### src/rtl/pong_score_pkg.sv
// Shared definitions for the pong scoring stage: FSM states, screen constants,
// glyph geometry and the 7-segment lookup.
package pong_score_pkg;

  typedef enum logic [1:0] {
    ST_SERVE = 2'd0,
    ST_PLAY  = 2'd1,
    ST_POINT = 2'd2,
    ST_OVER  = 2'd3
  } state_t;

  localparam int H_ACTIVE = 640;
  localparam int V_ACTIVE = 480;
  localparam logic [9:0] MID_X = 10'd320;

  localparam int GLYPH_W = 16;
  localparam int GLYPH_H = 28;

  // Segment pattern, bit 6 = a ... bit 0 = g; codes above 9 render blank.
  function automatic logic [6:0] seg7_lut(input logic [3:0] digit);
    case (digit)
      4'd0:    return 7'h7E;
      4'd1:    return 7'h30;
      4'd2:    return 7'h6D;
      4'd3:    return 7'h79;
      4'd4:    return 7'h33;
      4'd5:    return 7'h5B;
      4'd6:    return 7'h5F;
      4'd7:    return 7'h70;
      4'd8:    return 7'h7F;
      4'd9:    return 7'h7B;
      default: return 7'h00;
    endcase
  endfunction

endpackage

### src/rtl/pong_score_seg7_glyph.sv
// One 16 x 28 seven-segment digit; px/py are coordinates relative to the box
// origin, so anything left of or above the box wraps to a large value and misses.
module seg7_glyph
  import pong_score_pkg::*;
#(
  parameter int SEG_W = 4
) (
  input  logic [3:0] digit,
  input  logic [9:0] px,
  input  logic [9:0] py,
  output logic       on
);

  localparam logic [9:0] BOX_W   = 10'(GLYPH_W);
  localparam logic [9:0] BOX_H   = 10'(GLYPH_H);
  localparam logic [9:0] THICK   = 10'(SEG_W);
  localparam logic [9:0] RIGHT_X = 10'(GLYPH_W - SEG_W);
  localparam logic [9:0] MID_Y   = 10'((GLYPH_H - SEG_W) / 2);
  localparam logic [9:0] HALF_Y  = 10'(GLYPH_H / 2);
  localparam logic [9:0] BOT_Y   = 10'(GLYPH_H - SEG_W);

  logic [6:0] segs;
  logic       in_box, left_col, right_col, upper, top_row, mid_row, bot_row;

  always_comb begin
    segs      = seg7_lut(digit);
    in_box    = (px < BOX_W) && (py < BOX_H);
    left_col  = px < THICK;
    right_col = px >= RIGHT_X;
    upper     = py < HALF_Y;
    top_row   = py < THICK;
    mid_row   = (py >= MID_Y) && (py < MID_Y + THICK);
    bot_row   = py >= BOT_Y;
    on = in_box & ((segs[6] & top_row)
                 | (segs[5] & right_col & upper)
                 | (segs[4] & right_col & ~upper)
                 | (segs[3] & bot_row)
                 | (segs[2] & left_col & ~upper)
                 | (segs[1] & left_col & upper)
                 | (segs[0] & mid_row));
  end

endmodule

### src/rtl/pong_score.sv
// Pong scoring and serve control: counts wall hits, sequences serve / play /
// point hold / game over, and overlays both scores as 7-segment digits.
module pong_score
  import pong_score_pkg::*;
#(
  parameter int WIN_SCORE   = 9,
  parameter int HOLD_FRAMES = 30,
  parameter int D1_X        = 280,
  parameter int D2_X        = 344,
  parameter int D_Y         = 16,
  parameter int SEG_W       = 4
) (
  input  logic       clk,
  input  logic       rst,
  input  logic       frame_tick,
  input  logic       wall_h,
  input  logic [9:0] ball_x,
  input  logic       p1_srv,
  input  logic       p2_srv,
  input  logic [9:0] x,
  input  logic [9:0] y,
  output logic [3:0] score_p1,
  output logic [3:0] score_p2,
  output logic [1:0] serve_side,
  output logic       play,
  output logic       point_beep,
  output logic       game_over,
  output logic       digit_en
);

  localparam logic [3:0] WIN4  = 4'(WIN_SCORE);
  localparam logic [7:0] HOLD8 = 8'(HOLD_FRAMES);

  state_t     state_q, state_d;
  logic [3:0] score_p1_q, score_p1_d, score_p2_q, score_p2_d;
  logic [1:0] side_q, side_d;
  logic [7:0] frame_cnt_q, frame_cnt_d;
  logic       wall_q, p1_q, p2_q;
  logic       wall_rise, p1_rise, p2_rise;

  // NOTE: sequential state uses non-blocking assignments only, so every
  // register samples the pre-edge value of every other register.
  always_ff @(posedge clk or posedge rst) begin
    if (rst) begin
      state_q     <= ST_SERVE;
      score_p1_q  <= '0;
      score_p2_q  <= '0;
      side_q      <= 2'b01;
      frame_cnt_q <= '0;
      wall_q      <= 1'b0;
      p1_q        <= 1'b0;
      p2_q        <= 1'b0;
    end else begin
      state_q     <= state_d;
      score_p1_q  <= score_p1_d;
      score_p2_q  <= score_p2_d;
      side_q      <= side_d;
      frame_cnt_q <= frame_cnt_d;
      wall_q      <= wall_h;
      p1_q        <= p1_srv;
      p2_q        <= p2_srv;
    end
  end

  assign wall_rise = wall_h & ~wall_q;
  assign p1_rise   = p1_srv & ~p1_q;
  assign p2_rise   = p2_srv & ~p2_q;

  always_comb begin
    // NOTE: every next-state variable is defaulted to its hold value first;
    // a path that leaves one unassigned would otherwise infer a latch.
    state_d     = state_q;
    score_p1_d  = score_p1_q;
    score_p2_d  = score_p2_q;
    side_d      = side_q;
    frame_cnt_d = frame_cnt_q;

    unique case (state_q)
      ST_SERVE: begin
        if ((p1_rise && side_q[1]) || (p2_rise && side_q[0])) begin
          state_d = ST_PLAY;
          side_d  = 2'b00;
        end
      end
      ST_PLAY: begin
        if (wall_rise) begin
          frame_cnt_d = '0;
          // The loser of the rally gets the next serve.
          if (ball_x < MID_X) begin
            score_p2_d = score_p2_q + 4'd1;
            side_d     = 2'b10;
            state_d    = (score_p2_d == WIN4) ? ST_OVER : ST_POINT;
          end else begin
            score_p1_d = score_p1_q + 4'd1;
            side_d     = 2'b01;
            state_d    = (score_p1_d == WIN4) ? ST_OVER : ST_POINT;
          end
        end
      end
      ST_POINT: begin
        if (frame_tick) begin
          if (frame_cnt_q != 8'hFF) frame_cnt_d = frame_cnt_q + 8'd1;
          if (frame_cnt_d >= HOLD8) state_d = ST_SERVE;
        end
      end
      ST_OVER: begin
        if (p1_rise || p2_rise) begin
          score_p1_d  = '0;
          score_p2_d  = '0;
          side_d      = 2'b01;
          frame_cnt_d = '0;
          state_d     = ST_POINT;
        end
      end
      default: state_d = ST_SERVE;
    endcase
  end

  assign score_p1   = score_p1_q;
  assign score_p2   = score_p2_q;
  assign serve_side = side_q;
  assign play       = (state_q == ST_PLAY);
  assign point_beep = (state_q == ST_POINT);
  assign game_over  = (state_q == ST_OVER);

  logic on_p1, on_p2;

  seg7_glyph #(.SEG_W(SEG_W)) u_digit_p1 (
    .digit (score_p1_q),
    .px    (x - 10'(D1_X)),
    .py    (y - 10'(D_Y)),
    .on    (on_p1)
  );

  seg7_glyph #(.SEG_W(SEG_W)) u_digit_p2 (
    .digit (score_p2_q),
    .px    (x - 10'(D2_X)),
    .py    (y - 10'(D_Y)),
    .on    (on_p2)
  );

  assign digit_en = on_p1 | on_p2;

endmodule

### config.mk
export PLATFORM = sky130hd
export DESIGN_NAME = pong_score
export DESIGN_NICKNAME = d
export VERILOG_FILES = /design/src/rtl/pong_score_pkg.sv /design/src/rtl/pong_score_seg7_glyph.sv /design/src/rtl/pong_score.sv
export SDC_FILE = /design/constraint.sdc
export NUM_CORES = 1
export LEC_CHECK = 0
export ABC_AREA = 1
export CAP_MARGIN = 30
export CORE_ASPECT_RATIO = 1.4
export CORE_MARGIN = 1.5
export CORE_UTILIZATION = 55
export CTS_CLUSTER_DIAMETER = 100
export DETAILED_ROUTE_END_ITERATION = 10
export PLACE_DENSITY = 0.95
export SYNTH_ARGS = -nofsm -noshare
export SYNTH_HDL_FRONTEND = slang
export SYNTH_SLANG_ARGS = --single-unit
### constraint.sdc
create_clock -name clk -period 2.7 [get_ports clk]
set_input_delay 0.27 -clock clk [delete_from_list [all_inputs] [get_ports clk]]
set_output_delay 0.27 -clock clk [all_outputs]
set_load 0.02 [all_outputs]
==> results.py <==
metrics = {
    "run_status": {
        "status": "finished, final reports clean",
    },
    "setup_path": {
        "critPathKind": "in2out",
        "path_cells": "clkdlybuf4s50_1, inv_1, ha_1, inv_1, nor2_1, nor2_4, buf_4, nand4_1, nand2_1, inv_1, nand3_1, nand2_1, nand2_1, nand2_1, nand2_1, clkdlybuf4s15_1",
        "worstPathRequired_ns": 2.43,
        "cp-end-kind": "primary output",
        "reg2reg_slack_ns": 0.92,
        "crit_fanout": 8,
        "slowest_stage": "clkdlybuf4s50_1",
        "cp-start-kind": "input port",
        "slowest_delay_ns": 0.50,
        "crit_top_cell": "nand2_1",
        "cp.arrival_ns": 2.24,
    },
    "floorplan": {
        "rows": 26,
        "die_width_um": 56.11,
        "die_area_mm2": 0.004340,
        "dieHeight_um": 77.36,
        "start_util": 0.5857,
        "core_area_mm2": 0.003709,
        "io_pins": 50,
    },
    "clock_tree": {
        "clockBufferDepth": 2,
        "cts_tree": "yes",
        "clk-insertion-delay-late_ns": 0.27,
        "cts-buffers-inserted": 3,
        "cts-htree-levels": 1,
        "path_clk_slew_ns": 0.08,
        "postCtsSetupBuffers": 0,
        "cts_hold_buf": 0,
        "clock_tree.root_cell": "clkbuf_8",
        "cts_sinks": 23,
    },
    "detailed_routing": {
        "drc": 0,
        "ant_nets": 0,
        "num_vias": 2254,
        "drt-vias-per-instance": 5.379,
        "wl_per_cell_um": 11.89,
        "first_iter_violations": 103,
        "drt-total-wl_mm": 4.984,
        "drt_pass1_iterations": 4,
    },
    "finish": {
        "multi_input_area_mm2": 0.001396,
        "antenna_cells": 0,
        "fin_util": 0.7449,
        "fillers": 289,
        "final_nets": 432,
        "instances_no_fill": 419,
        "area_delta_synth_final_pct": 27.19,
        "regArea_um2": 576.8,
        "layout-drive-gt1-share": 0.1061,
    },
    "global_routing": {
        "grt_util_met1": 0.2801,
        "grt_pass1_vias": 2233,
        "top_usage_layer": "met2",
        "overflow": 0,
        "grt_max_degree": 24,
        "grt_pass1_wl_mm": 9.032,
        "gr-usage-met3": 0.02000,
        "antenna_found_initial": 0,
        "met2_usage": 0.4788,
        "track_usage": 0.2491,
    },
    "synthesis": {
        "synth_seq_cells": 23,
        "netlist_instances": 322,
        "synth_top_flop_cell": "dfrtp_1",
        "avgSynthCellArea_um2": 6.746,
        "syn-num-nets": 376,
        "synth_cell_types": 33,
        "async_flop_share": 1.000,
        "ys_seq_area_frac": 0.2656,
        "synth-warning-count": 0,
        "synth_edf_count": 0,
        "netlist_area_mm2": 0.002172,
    },
    "sta": {
        "min_period_ns": 2.511,
        "period_share": 0.9299,
        "slew_viol_final": 0,
        "skew_ns": 0.006125,
        "fmax_mhz": 398.3,
        "slew_headroom": 0.4283,
        "setup_viol": 0,
        "final.setup.worst_slack_ns": 0.1894,
        "rsz0062_at_grt": "false",
        "tightest_slew_ns": 0.8565,
        "hold_viol": 0,
        "setup-tns-final_ns": 0,
    },
    "hold_path": {
        "min_path_type": "in2async",
    },
    "placement": {
        "pre_cts_ws_ns": -0.09553,
        "place_inst": 415,
        "dpl.hpwl_mm": 3.996,
        "portBuffers": 41,
        "gp_congestion": 0.9047,
    },
    "power_and_ir_drop": {
        "power_density_mw_per_mm2": 794.8,
        "leakage_nw": 1.370,
        "peakVddDrop_uv": 682.3,
        "power_w": 0.002196,
    },
    "flow_run": {
        "cap_violations": 0,
    },
}
[path summary, 6_finish.rpt]
check | cells after the start | endpoint | startpoint
setup / recovery | 16 | digit_en | y[5]
hold / removal | 2 | frame_cnt_q[2] | rst
setup reg to reg | 7 | frame_cnt_q[5] | state_q[0]
hold reg to reg | 2 | serve_side[0] | serve_side[0]
max in group asynchronous | 2 | wall_q | rst
min in group clk | 1 | p1_q | p1_srv
[stage by stage]
step	cell area, µm²	hold slack, ns
after global placement	2713	0.5056
after CTS	2756	0.4670
final	2763	0.4672
after global routing	2763	0.4678
after floorplan	2172	0.2712
after detailed placement	2713	0.5161
[worst max-delay path: cells and delay by family]
kind | cells | cell delay (ns)
adder cells (fa/ha/maj) | 1 | 0.17
buffers and inverters | 6 | 1.10
AND/OR/NAND/NOR | 9 | 0.67
[registers in the layout, summed over array words and instances (netlist names)]
| signal | count |
|---|---|
| state_q | 2 |
| score_p2 | 4 |
| p2_q | 1 |
| frame_cnt_q | 8 |
| serve_side | 2 |
| p1_q | 1 |
| wall_q | 1 |
| score_p1 | 4 |
[logic make-up (layout without fill, tap and decap cells)]
| logic type | after synthesis | in the layout | share of synthesized area |
|---|---|---|---|
| AND/OR/NAND/NOR | 180 | 180 | 0.3963 |
| flip-flops | 23 | 23 | 0.2656 |
| XOR/XNOR | 8 | 8 | 0.03226 |
| buffers and inverters | 54 | 109 | 0.09389 |
| adder cells (fa/ha/maj) | 18 | 18 | 0.1037 |
| AO/OA/AOI/OAI | 39 | 39 | 0.1083 |
[layout by cell type, fill, tap and decap left out, types with 2 or more instances in the layout]
master and n:
a21oi_2 2, o21ai_0 17, inv_2 2, nand4_1 10
nand2_1 76, clkbuf_8 3, nor2_1 31, nor2_2 3
dfrtp_1 22, nand3_2 4, nand3_1 37, buf_4 11
nand2_2 3, ha_1 18, nor3_1 3, a21oi_1 4
nor2_4 4, inv_1 51, o21ai_2 2, o211ai_1 6
clkdlybuf4s50_1 40, xor2_1 7, o22ai_1 5, or2_2 3
[repair_timing]
item	in CTS	in global routing
pin swaps	0	0
endpoints found under the hold margin	0	0
endpoints found under the setup margin	1	1
gates resized for setup	1	2
[area by class of cell]
type                       count  share of cell area
clock buffer                   4             0.01630
inverter                      53             0.07201
multi-input combinational    245              0.5054
sequential                    23              0.2088
tap                           42             0.01902
timing repair buffer          52              0.1784
[report_power, final]
part	leakage [nW]	internal [W]	total, W	switching [W]
Sequential	0.297	0.000450	0.000574	0.000124
Clock	0.0228	0.000106	0.000217	0.000111
Combinational	1.05	0.000559	0.00141	0.000846
[per-layer routing]
metal  routed length [µm]  vias to the layer above
met5                    0                        -
met4                  112                        0
met3                  224                        9
met2                 2694                       65
met1                 1953                     1016
li1                     -                     1164
[Yosys cell counts, types with 2 or more instances]
cell / n / area (µm²)
a21oi_1: 4 / 20.02
a21oi_2: 2 / 17.52
dfrtp_1: 22 / 550.5
ha_1: 18 / 225.2
inv_1: 51 / 191.4
inv_2: 2 / 7.510
nand2_1: 76 / 285.3
nand2_2: 3 / 18.77
nand3_1: 38 / 190.2
nand3_2: 3 / 30.03
nand4_1: 10 / 62.56
nor2_1: 31 / 116.4
nor2_2: 3 / 18.77
nor2_4: 4 / 45.04
nor3_1: 3 / 15.01
o211ai_1: 6 / 45.04
o21ai_0: 17 / 85.08
o21ai_2: 2 / 17.52
o22ai_1: 5 / 31.28
or2_2: 3 / 18.77
xor2_1: 7 / 61.31
Power figures use the tool's default switching activity.
